<file path="src/rtl/btn_press_classifier_if.sv">
// Bundles the button levels and the classified pulse outputs of btn_press_classifier.
// master drives the buttons and observes the pulses; slave is the classifier itself.
interface btn_press_classifier_if;
  logic [3:0] i_btn;
  logic [3:0] o_short;
  logic [3:0] o_long;
  logic [3:0] o_rep;
  logic [3:0] o_held;

  modport master (output i_btn, input o_short, o_long, o_rep, o_held);
  modport slave  (input i_btn, output o_short, o_long, o_rep, o_held);
endinterface

</file>
<file path="src/rtl/btn_press_classifier.sv">
// Four independent short / long / auto-repeat press classifiers with registered one-cycle pulses.
// Define BTN_AUTOREPEAT_EN to enable o_rep pulses every REPEAT_CYC samples while a button is held.
module btn_press_classifier #(
  parameter int LONG_CYC   = 100_000_000,
  parameter int REPEAT_CYC = 20_000_000
) (
  input  logic                   clk,
  input  logic                   rst,
  btn_press_classifier_if.slave  bus
);

  // Width covers both periods so the build option never changes counter sizing.
  localparam int MAX_CYC = (LONG_CYC > REPEAT_CYC) ? LONG_CYC : REPEAT_CYC;
  localparam int CNT_W   = (MAX_CYC > 1) ? $clog2(MAX_CYC) : 1;
  localparam logic [CNT_W-1:0] LONG_LAST = CNT_W'(LONG_CYC - 1);
`ifdef BTN_AUTOREPEAT_EN
  localparam logic [CNT_W-1:0] REP_LAST  = CNT_W'(REPEAT_CYC - 1);
`endif

  typedef enum logic [1:0] {
    IDLE  = 2'd0,
    PRESS = 2'd1,
    HOLD  = 2'd2
  } state_t;

  logic [3:0] w_short;
  logic [3:0] w_long;
  logic [3:0] w_held;
`ifdef BTN_AUTOREPEAT_EN
  logic [3:0] w_rep;
`endif

  genvar gi;
  generate
    for (gi = 0; gi < 4; gi++) begin : g_btn
      state_t           r_state;
      logic [CNT_W-1:0] r_cnt;
      logic             r_short;
      logic             r_long;
      logic             r_held;
`ifdef BTN_AUTOREPEAT_EN
      logic             r_rep;
`endif

      always_ff @(posedge clk or negedge rst) begin
        if (!rst) begin
          r_state <= IDLE;
          r_cnt   <= '0;
          r_short <= 1'b0;
          r_long  <= 1'b0;
          r_held  <= 1'b0;
`ifdef BTN_AUTOREPEAT_EN
          r_rep   <= 1'b0;
`endif
        end else begin
          r_short <= 1'b0;
          r_long  <= 1'b0;
`ifdef BTN_AUTOREPEAT_EN
          r_rep   <= 1'b0;
`endif
          case (r_state)
            IDLE: begin
              if (bus.i_btn[gi]) begin
                r_state <= PRESS;
                r_cnt   <= CNT_W'(1);
              end
            end
            PRESS: begin
              if (!bus.i_btn[gi]) begin
                r_state <= IDLE;
                r_cnt   <= '0;
                r_short <= 1'b1;
              end else if (r_cnt == LONG_LAST) begin
                r_state <= HOLD;
                r_cnt   <= '0;
                r_long  <= 1'b1;
                r_held  <= 1'b1;
              end else begin
                r_cnt <= r_cnt + CNT_W'(1);
              end
            end
            HOLD: begin
              if (!bus.i_btn[gi]) begin
                r_state <= IDLE;
                r_cnt   <= '0;
                r_held  <= 1'b0;
`ifdef BTN_AUTOREPEAT_EN
              end else if (r_cnt == REP_LAST) begin
                r_cnt <= '0;
                r_rep <= 1'b1;
              end else begin
                r_cnt <= r_cnt + CNT_W'(1);
`endif
              end
            end
            default: begin
              r_state <= IDLE;
              r_cnt   <= '0;
              r_held  <= 1'b0;
            end
          endcase
        end
      end

      assign w_short[gi] = r_short;
      assign w_long[gi]  = r_long;
      assign w_held[gi]  = r_held;
`ifdef BTN_AUTOREPEAT_EN
      assign w_rep[gi]   = r_rep;
`endif
    end
  endgenerate

  assign bus.o_short = w_short;
  assign bus.o_long  = w_long;
  assign bus.o_held  = w_held;
`ifdef BTN_AUTOREPEAT_EN
  assign bus.o_rep   = w_rep;
`else
  assign bus.o_rep   = 4'b0000;
`endif

endmodule

</file>
<file path="src/flat_wrapper.sv">
// flat-port wrapper written by rule: the top's interface ports become plain ports
module btn_press_classifier_flat 
#(
  parameter int LONG_CYC   = 100_000_000,
  parameter int REPEAT_CYC = 20_000_000
)
  (clk, rst, bus_i_btn, bus_o_short, bus_o_long, bus_o_rep, bus_o_held);
  btn_press_classifier_if bus_i ();
  input  logic clk;
  input  logic rst;
  input wire logic [$bits(bus_i.i_btn)-1:0] bus_i_btn;
  output wire logic [$bits(bus_i.o_short)-1:0] bus_o_short;
  output wire logic [$bits(bus_i.o_long)-1:0] bus_o_long;
  output wire logic [$bits(bus_i.o_rep)-1:0] bus_o_rep;
  output wire logic [$bits(bus_i.o_held)-1:0] bus_o_held;
  assign bus_i.i_btn = bus_i_btn;
  assign bus_o_short = bus_i.o_short;
  assign bus_o_long = bus_i.o_long;
  assign bus_o_rep = bus_i.o_rep;
  assign bus_o_held = bus_i.o_held;
  btn_press_classifier #(.LONG_CYC(LONG_CYC), .REPEAT_CYC(REPEAT_CYC)) u_core (.clk(clk), .rst(rst), .bus(bus_i));
endmodule
</file>
<file path="config.mk">
export PLATFORM = sky130hd
export DESIGN_NAME = btn_press_classifier_flat
export DESIGN_NICKNAME = d
export VERILOG_FILES = /design/src/rtl/btn_press_classifier_if.sv /design/src/rtl/btn_press_classifier.sv /design/src/flat_wrapper.sv
export SDC_FILE = /design/constraint.sdc
export NUM_CORES = 1
export LEC_CHECK = 0
export ABC_CLOCK_PERIOD_IN_PS = 3700
export CAP_MARGIN = 25
export CELL_PAD_IN_SITES_DETAIL_PLACEMENT = 1
export CELL_PAD_IN_SITES_GLOBAL_PLACEMENT = 2
export CORE_MARGIN = 2
export CORE_UTILIZATION = 42
export CTS_CLUSTER_DIAMETER = 60
export DETAILED_ROUTE_END_ITERATION = 8
export HOLD_SLACK_MARGIN = 0.15
export PLACE_DENSITY_LB_ADDON = 0.1
export SLEW_MARGIN = 20
export SYNTH_ARGS = -nofsm -noshare
export SYNTH_HDL_FRONTEND = slang
export SYNTH_SLANG_ARGS = --single-unit
</file>
<file path="constraint.sdc">
create_clock -name clk -period 3.7 [get_ports clk]
set_clock_uncertainty 0.1 [all_clocks]
set_input_delay 0.925 -clock clk [delete_from_list [all_inputs] [get_ports clk]]
set_output_delay 0.925 -clock clk [all_outputs]
set_load 0.01 [all_outputs]
</file>
; ---- Yosys cells after proc, flatten, opt, wreduce, memory -nomap -nowiden
; Index checks and enable logic that the tools add are counted.
; W data, S select, Z words.
[classes]
n_bitwise = 4
n_mux = 76
addsub = 4
n_eq_ne = 32
n_reduce_logical = 16
[op_table]
columns = op, n
row1 = $mux W27, 16
row2 = $pmux W27 S3, 4
row3 = $add A27 B1 Y27 const B, 4
row4 = $eq A27 B27 Y1 const B, 4
row5 = $mux W1, 32
row6 = $mux W2, 16
row7 = $ne A2 B2 Y1 const B, 12
row8 = $pmux W2 S3, 4
row9 = $reduce_and A4 Y1, 4
row10 = $ne A3 B2 Y1 const B, 4
row11 = $pmux W1 S3, 4
row12 = $reduce_and A3 Y1, 4
row13 = $eq A2 B1 Y1 const B, 4
row14 = $eq A2 B2 Y1 const B, 4
row15 = $logic_not A2 Y1, 4
row16 = $ne A2 B1 Y1 const B, 4
row17 = $reduce_and A2 Y1, 4
row18 = $not A1 Y1, 4
[totals]
regBits = 128
output_inout_bits = 16
input_bits = 6

; ---- Longest topological paths before layout
; Gate-level depths: netlist (run 1).
[depth]
word_depth = 4
ltp_mapped = 8

; ---- Worst setup path before layout (run 1)
; No wires, ideal clock.
[synth_path]
kind = input to register
startpoint = input port bus_i_btn[1]
endpoint = register u_core.g_btn[1].r_cnt[24]
cell_stages = 7
n_path_buf = 2
setup_slack_ns = 1.077
arrival_ns = 2.441
setup_time_ns = 0.082
cell_sequence = clkbuf_1 inv_1 or2_2 a21oi_1 clkbuf_1 o31ai_1 a31oi_1
[synth_between]
elab_chain_cells = 2
elab_cells_between_ends = 5
[synth_rtl]
columns = element, line_no
row1 = from (decl), flat_wrapper.sv:11  ; input wire logic [$bits(bus_i.i_btn)-1:0] bus_i_btn;
row2 = $mux W27 or $ne A2 B2 Y1 (tied branches), -
row3 = $pmux W27 S3 or $reduce_and A2 Y1 (tied branches), -
row4 = to (signal assigned), btn_press_classifier.sv:79  ; r_cnt <= r_cnt + CNT_W'(1);
row5 = to (decl), btn_press_classifier.sv:37  ; logic [CNT_W-1:0] r_cnt;
; Several ways; a longest one is shown, not always the timed one.
; A chain may end at the register's enable or synchronous reset.

; ---- Worst setup path after layout (run 1)
[layout_path]
startpoint = register u_core.g_btn[3].r_cnt[8]
endpoint = register u_core.g_btn[3].r_cnt[22]
[layout_between]
elab_chain_cells = 4
elab_cells_between_ends = 5
[layout_rtl]
columns = element, line_no
row1 = from (decl), btn_press_classifier.sv:37
row2 = from (signal assigned), btn_press_classifier.sv:79
row3 = $add A27 B1 Y27 or $eq A27 B27 Y1 (tied branches), "btn_press_classifier.sv:79, btn_press_classifier.sv:73"
row4 = $mux W27 *, btn_press_classifier.sv:73  ; end else if (r_cnt == LONG_LAST) begin
row5 = $mux W27 *, btn_press_classifier.sv:69  ; if (!bus.i_btn[gi]) begin
row6 = $pmux W27 S3 *, btn_press_classifier.sv:61  ; case (r_state)
; Mark *: on every way between the ends. The rest lies on a longest branch, timed or not.

==> impl_metrics.json, run 1 <==
{
  "status": "complete, no violations",
  "fillers": 1924,
  "drtIter0Drc": 300,
  "cts_hold_buf": 0,
  "cts_buffers": 17,
  "dr_total_vias": 6320,
  "fin_ws_ns": 0.783,
  "clk_pin_slew_ns": 0.06,
  "ys_ff_latch": 128,
  "die_x_um": 135,
  "max_freq_mhz": 343,
  "antennaDiodeCount": 0,
  "clk_path_buf_depth": 2,
  "synth_warnings": 0,
  "synth_most_common_cell": "dfrtp_1",
  "core_um2": 16600,
  "synth_compound_area_share_pct": 16.5,
  "cp.arrival_ns": 3.12,
  "wl_mm": 19.0,
  "start_util_pct": 43.2,
  "placed_area_um2": 7450,
  "synthMuxAreaShare_pct": 1.11,
  "period_share_pct": 78.8,
  "hold_class": "in2async",
  "rr_worst_depth": 6,
  "slew_headroom_pct": 27.9,
  "tightest_slew_ns": 1.07,
  "synth-seq-area-share_pct": 44.6,
  "cts_setup_buffers": 0,
  "preCtsSetupSlack_ns": 0.613,
  "synth_common_cells": "dfrtp_1, a31oi_1, nand2_1",
  "synth_xor_area_share_pct": 3.78,
  "drv_slew": 0,
  "yosysUniqueCellTypes": 58,
  "design_area_um2": 8040,
  "gp_congestion": 0.800,
  "synth-edff-count": 0,
  "cap_violations": 0,
  "async_reset_ff_share_pct": 100,
  "io_pins": 22,
  "fp.dieH_um": 135,
  "viasPerCell": 6.13,
  "overflow": 0,
  "tritoncts": "built",
  "portBuffers": 17,
  "finalHoldViolCount": 0,
  "avgSynthCellArea_um2": 8.90,
  "netlist_area_um2": 7190,
  "clock_sinks": 128,
  "grt_pass1_vias": 6437,
  "ys_top_cells_by_area": "dfrtp_1, a31oi_1, nand3_1",
  "dr.pass1.iters": 5,
  "setup_tns_ns": 0,
  "finalSetupViolations": 0,
  "period_needed_ns": 2.92,
  "htreeDepth": 4,
  "synthFlopType": "dfrtp_1",
  "num-nets-final": 808,
  "netlist_instances": 808,
  "cts_resized": 0,
  "p_leak_nw": 3.20,
  "drc": 0,
  "synth_top_family_by_area": "simple AND/OR/NAND/NOR gates",
  "grtUsageTotal_pct": 22.1,
  "yosysTopAreaCell": "dfrtp_1",
  "rsz0062_at_grt": "false",
  "crit_type": "reg2reg",
  "powerDensity_nw_per_um2": 422,
  "wire_per_inst_um": 18.4,
  "grt_pass1_wl_mm": 32.2,
  "synthAdderAreaFrac_pct": 0.696,
  "drive_gt1_share_pct": 7.03,
  "dieArea_um2": 18200,
  "antenna_found_initial": 0,
  "clk_latency_ns": 0.43,
  "cts_root_buf": "clkbuf_16",
  "end_kind": "register",
  "final_antenna_net_count": 0,
  "cp-start-kind": "register",
  "peakVddDrop_v": 0.000371,
  "hpwlAfterDp_mm": 12.8,
  "netlist.area_leader.share_pct": 44.6,
  "rows": 47,
  "crit_fanout": 16,
  "grt_max_degree": 55,
  "crit_required_ns": 3.90,
  "area_growth_pct": 11.8,
  "utilization_pct": 48.3,
  "synthSimpleGateAreaFrac_pct": 27.6
}
==> area by class of cell <==
type | instances | area (um^2) | area share (%)
tap | 220 | 275 | 3.42
timing repair buffer | 31 | 289 | 3.60
sequential | 128 | 3200 | 39.8
inverter | 22 | 82.6 | 1.03
clock inverter | 10 | 109 | 1.35
multi-input combinational | 598 | 3600 | 44.7
clock buffer | 22 | 484 | 6.02
==> layer usage <==
| layer | global-route usage, % | routed length, um | part of all wire [%] |
|---|---|---|---|
| met1 | 28.5 | 8750 | 46 |
| met2 | 36.7 | 9390 | 49 |
| met3 | 4.69 | 532 | 2.8 |
| met4 | 7.78 | 343 | 1.8 |
| met5 | 0 | 0 | 0 |
==> layout by cell type (no fill, tap or decap), drive strengths merged, types with 5 or more instances in the layout <==
master,count
and2,10
xor2,21
xnor2,10
o21bai,7
and3,23
or3,11
a21oi,36
nor2,64
a211o,5
clkbuf,22
mux2i,8
a31oi,68
nand2,65
o21ai,19
nor2b,7
nand3,62
or2,5
nand4,37
buf,15
and4,12
dfrtp,128
or4,8
nor4,21
nand2b,15
inv,22
clkinv,6
a41oi,15
nor3,18
clkdlybuf4s50,16
==> power by group <==
part           switching [mW]  internal (mW)
Combinational           0.140         0.0699
Sequential             0.0530           1.43
Clock                   0.640           1.06
==> kinds of logic after synthesis <==
family          after synthesis
xor+xnor                     31
other cells                   1
buf+inv                      85
compound gates              181
mux                           8
fa+ha+maj                     4
flops                       128
simple gates                370
==> sequential cells by signal, indices dropped and copies added (netlist names) <==
register	count
u_core.g_btn.r_cnt	108
u_core.g_btn.r_short	4
u_core.g_btn.r_long	4
u_core.g_btn.r_state	8
u_core.g_btn.r_held	4
==> critical path, cell delays in order, from the launching register on <==
cell	delay [ns]
dfrtp_1	0.46
or4b_1	0.51
or4_4	0.54
o311a_1	0.54
buf_4	0.27
a41oi_1	0.28
a31oi_1	0.08
==> per-stage QoR <==
step	total power, mW	hold slack (ns)	instances
final	3.39	0.339	1031
after CTS	3.43	0.345	1031
after detailed placement	1.72	0.372	999
after global routing	3.53	0.355	1031
after floorplan	1.63	0.343	811
after global placement	1.71	0.367	999
==> path summary, 6_finish.rpt <==
check,start,end,slack (ns)
setup / recovery,u_core.g_btn[3].r_cnt[8]$_DFFE_PN0P_,u_core.g_btn[3].r_cnt[22]$_DFFE_PN0P_,0.78
hold / removal,rst,u_core.g_btn[3].r_short$_DFF_PN0_,0.34
setup reg to reg,u_core.g_btn[3].r_cnt[8]$_DFFE_PN0P_,u_core.g_btn[3].r_cnt[22]$_DFFE_PN0P_,0.78
hold reg to reg,u_core.g_btn[0].r_cnt[23]$_DFFE_PN0P_,u_core.g_btn[0].r_cnt[23]$_DFFE_PN0P_,0.40
max in group asynchronous,rst,u_core.g_btn[1].r_cnt[0]$_DFFE_PN0P_,2.40
min in group clk,u_core.g_btn[0].r_cnt[23]$_DFFE_PN0P_,u_core.g_btn[0].r_cnt[23]$_DFFE_PN0P_,0.40
Power figures use the tool's default switching activity.
==> run 2: changes to the inputs <==
--- a/config.mk
+++ b/config.mk
@@ -5,12 +5,12 @@
 export SDC_FILE = /design/constraint.sdc
 export NUM_CORES = 1
 export LEC_CHECK = 0
-export ABC_CLOCK_PERIOD_IN_PS = 3700
+export ABC_CLOCK_PERIOD_IN_PS = 2500
 export CAP_MARGIN = 25
 export CELL_PAD_IN_SITES_DETAIL_PLACEMENT = 1
 export CELL_PAD_IN_SITES_GLOBAL_PLACEMENT = 2
 export CORE_MARGIN = 2
-export CORE_UTILIZATION = 42
+export CORE_UTILIZATION = 35
 export CTS_CLUSTER_DIAMETER = 60
 export DETAILED_ROUTE_END_ITERATION = 8
 export HOLD_SLACK_MARGIN = 0.15
==> constraint.sdc (replaced) <==
create_clock -name clk -period 2.5 [get_ports clk]
set_clock_uncertainty 0.1 [all_clocks]
set_input_delay 0.625 -clock clk [delete_from_list [all_inputs] [get_ports clk]]
set_output_delay 0.625 -clock clk [all_outputs]
set_load 0.01 [all_outputs]
==> run 2 against run 1 <==
  * Via count rose by 1.9%
  * Critical path type unchanged
  * Die area grew 19%
  * Sequential power is 48% higher
==> impl_metrics.json, run 2 (same netlist as run 1, synthesis figures left out) <==
{
  "drive_gt1_share_pct": 12.9,
  "rr_worst_depth": 6,
  "viasPerCell": 5.70,
  "end_kind": "register",
  "portBuffers": 17,
  "p_total_mw": 5.04,
  "largest_register_ffs": 108,
  "crit_fanout": 20,
  "cp-start-kind": "register",
  "critPathCapture": "u_core.g_btn[3].r_cnt[22]$_DFFE_PN0P_",
  "top_regs": "u_core.g_btn.r_cnt: 108 flops, u_core.g_btn.r_state: 8 flops",
  "cp.arrival_ns": 2.66,
  "tightest_slew_ns": 0.741,
  "startpoint": "u_core.g_btn[3].r_cnt[17]$_DFFE_PN0P_",
  "htreeDepth": 4,
  "finalHoldViolCount": 0,
  "wire_per_inst_um": 17.7,
  "tritoncts": "built",
  "grt_pass1_vias": 6949,
  "peakVddDrop_v": 0.000408,
  "antennaDiodeCount": 0,
  "period_needed_ns": 2.45,
  "fp.dieH_um": 147,
  "hold_class": "reg2reg",
  "grtUsageTotal_pct": 19.5,
  "dr_total_vias": 6443,
  "grt_max_degree": 55,
  "max_freq_mhz": 408,
  "final_antenna_net_count": 0,
  "reg2reg_slack_ns": 0.05,
  "clk_path_buf_depth": 2,
  "period_share_pct": 98.1,
  "start_util_pct": 35.6,
  "r2r_end": "u_core.g_btn[3].r_cnt[22]$_DFFE_PN0P_",
  "slew_headroom_pct": 50.3,
  "layout_commonest_cell": "dfrtp_1",
  "dp_cells": 1096,
  "rows": 52,
  "wl_mm": 20.0,
  "setup_tns_ns": 0,
  "io_pins": 22,
  "hpwlAfterDp_mm": 13.9,
  "gp_congestion": 0.787,
  "die_x_um": 147,
  "num-nets-final": 858,
  "cts_buffers": 17,
  "dieArea_um2": 21700,
  "area_growth_pct": 18.7,
  "powerDensity_nw_per_um2": 591,
  "core_um2": 20200,
  "cap_violations": 0,
  "cts_root_buf": "clkbuf_16",
  "hp-start": "u_core.g_btn[3].r_cnt[23]$_DFFE_PN0P_",
  "drv_slew": 0,
  "status": "complete, no violations",
  "preCtsSetupSlack_ns": -0.0864,
  "top_register": "u_core.g_btn.r_cnt",
  "timing.rr.start": "u_core.g_btn[3].r_cnt[17]$_DFFE_PN0P_",
  "crit_type": "reg2reg",
  "clk_pin_slew_ns": 0.06,
  "p_leak_nw": 3.44,
  "clk_latency_ns": 0.43,
  "clock_sinks": 128,
  "drtIter0Drc": 274,
  "fin_ws_ns": 0.0467,
  "dr.pass1.iters": 4,
  "crit_required_ns": 2.71,
  "drc": 0,
  "fin_cells": 1131,
  "overflow": 0,
  "final_cell_mix": "dfrtp_1, a31oi_1, nand2_1",
  "finalSetupViolations": 0,
  "antenna_found_initial": 0,
  "grt_pass1_wl_mm": 34.5
}
## run 2: changes by cell type in the layout (fill, tap and decap cells not counted), moves of 2 or more
cell,change
buf_6,+3
clkinv_2,-2
a41oi_2,+2
inv_6,+2
clkinvlp_4,+4
clkbuf_8,-3
buf_4,+44
a41oi_1,-2
## run 2: area by class of cell
type | instances | area (um^2)
Timing Repair Buffer | 81 | 698
Inverter | 22 | 82.6
Clock inverter | 13 | 138
Clock buffer | 19 | 443
Tap cell | 270 | 338
Multi-Input combinational cell | 598 | 3630
Fill cell | 2339 | 11600
Sequential cell | 128 | 3200
## run 2: metrics by stage
step	hold slack [ns]	utilization, %	instance area (um^2)
after floorplan	0.229	-	7200
after global placement	0.363	39.0	7870
after detailed placement	0.383	39.1	7880
after CTS	0.389	42.1	8500
after global routing	0.426	42.3	8540
final	0.391	42.3	8540
## run 2: timing repair
item	4_1_cts	5_1_grt
buffers inserted	2	0
pin swaps	2	1
resized for setup	2	7
hold buffers	1	0
endpoints found under the setup margin	19	18
hold endpoints to repair	52	0
## run 2: worst min-delay path by stage
stage	to	slack (ns)	depth (start not counted)
finish	u_core.g_btn[3].r_cnt[23]$_DFFE_PN0P_	0.39	1
global route	u_core.g_btn[0].r_cnt[23]$_DFFE_PN0P_	0.43	1
CTS	u_core.g_btn[0].r_cnt[23]$_DFFE_PN0P_	0.39	1
detailed placement	u_core.g_btn[1].r_cnt[18]$_DFFE_PN0P_	0.38	1
global placement	u_core.g_btn[0].r_cnt[26]$_DFFE_PN0P_	0.36	1
floorplan	u_core.g_btn[0].r_cnt[0]$_DFFE_PN0P_	0.23	0
## run 2: critical path: stages (launching register included)
cell	delay, ns
dfrtp_1	0.37
or4b_1	0.54
or4_4	0.55
o311a_4	0.34
buf_8	0.16
a41oi_1	0.22
a31oi_1	0.06
## run 2: per-layer routing
layer | up-vias | wire, um | track usage, %
li1 | 3082 | - | -
met4 | 0 | 302 | 6.35
met5 | - | 0 | 0
met1 | 3267 | 9530 | 25.3
met2 | 74 | 9780 | 32.9
met3 | 20 | 436 | 3.54
## run 2: power breakdown
part	switching (mW)	total, mW	internal (mW)	leakage, nW
combinational	0.216	0.353	0.137	1.42
sequential	0.0766	2.20	2.12	1.75
clock	1.00	2.49	1.49	0.268
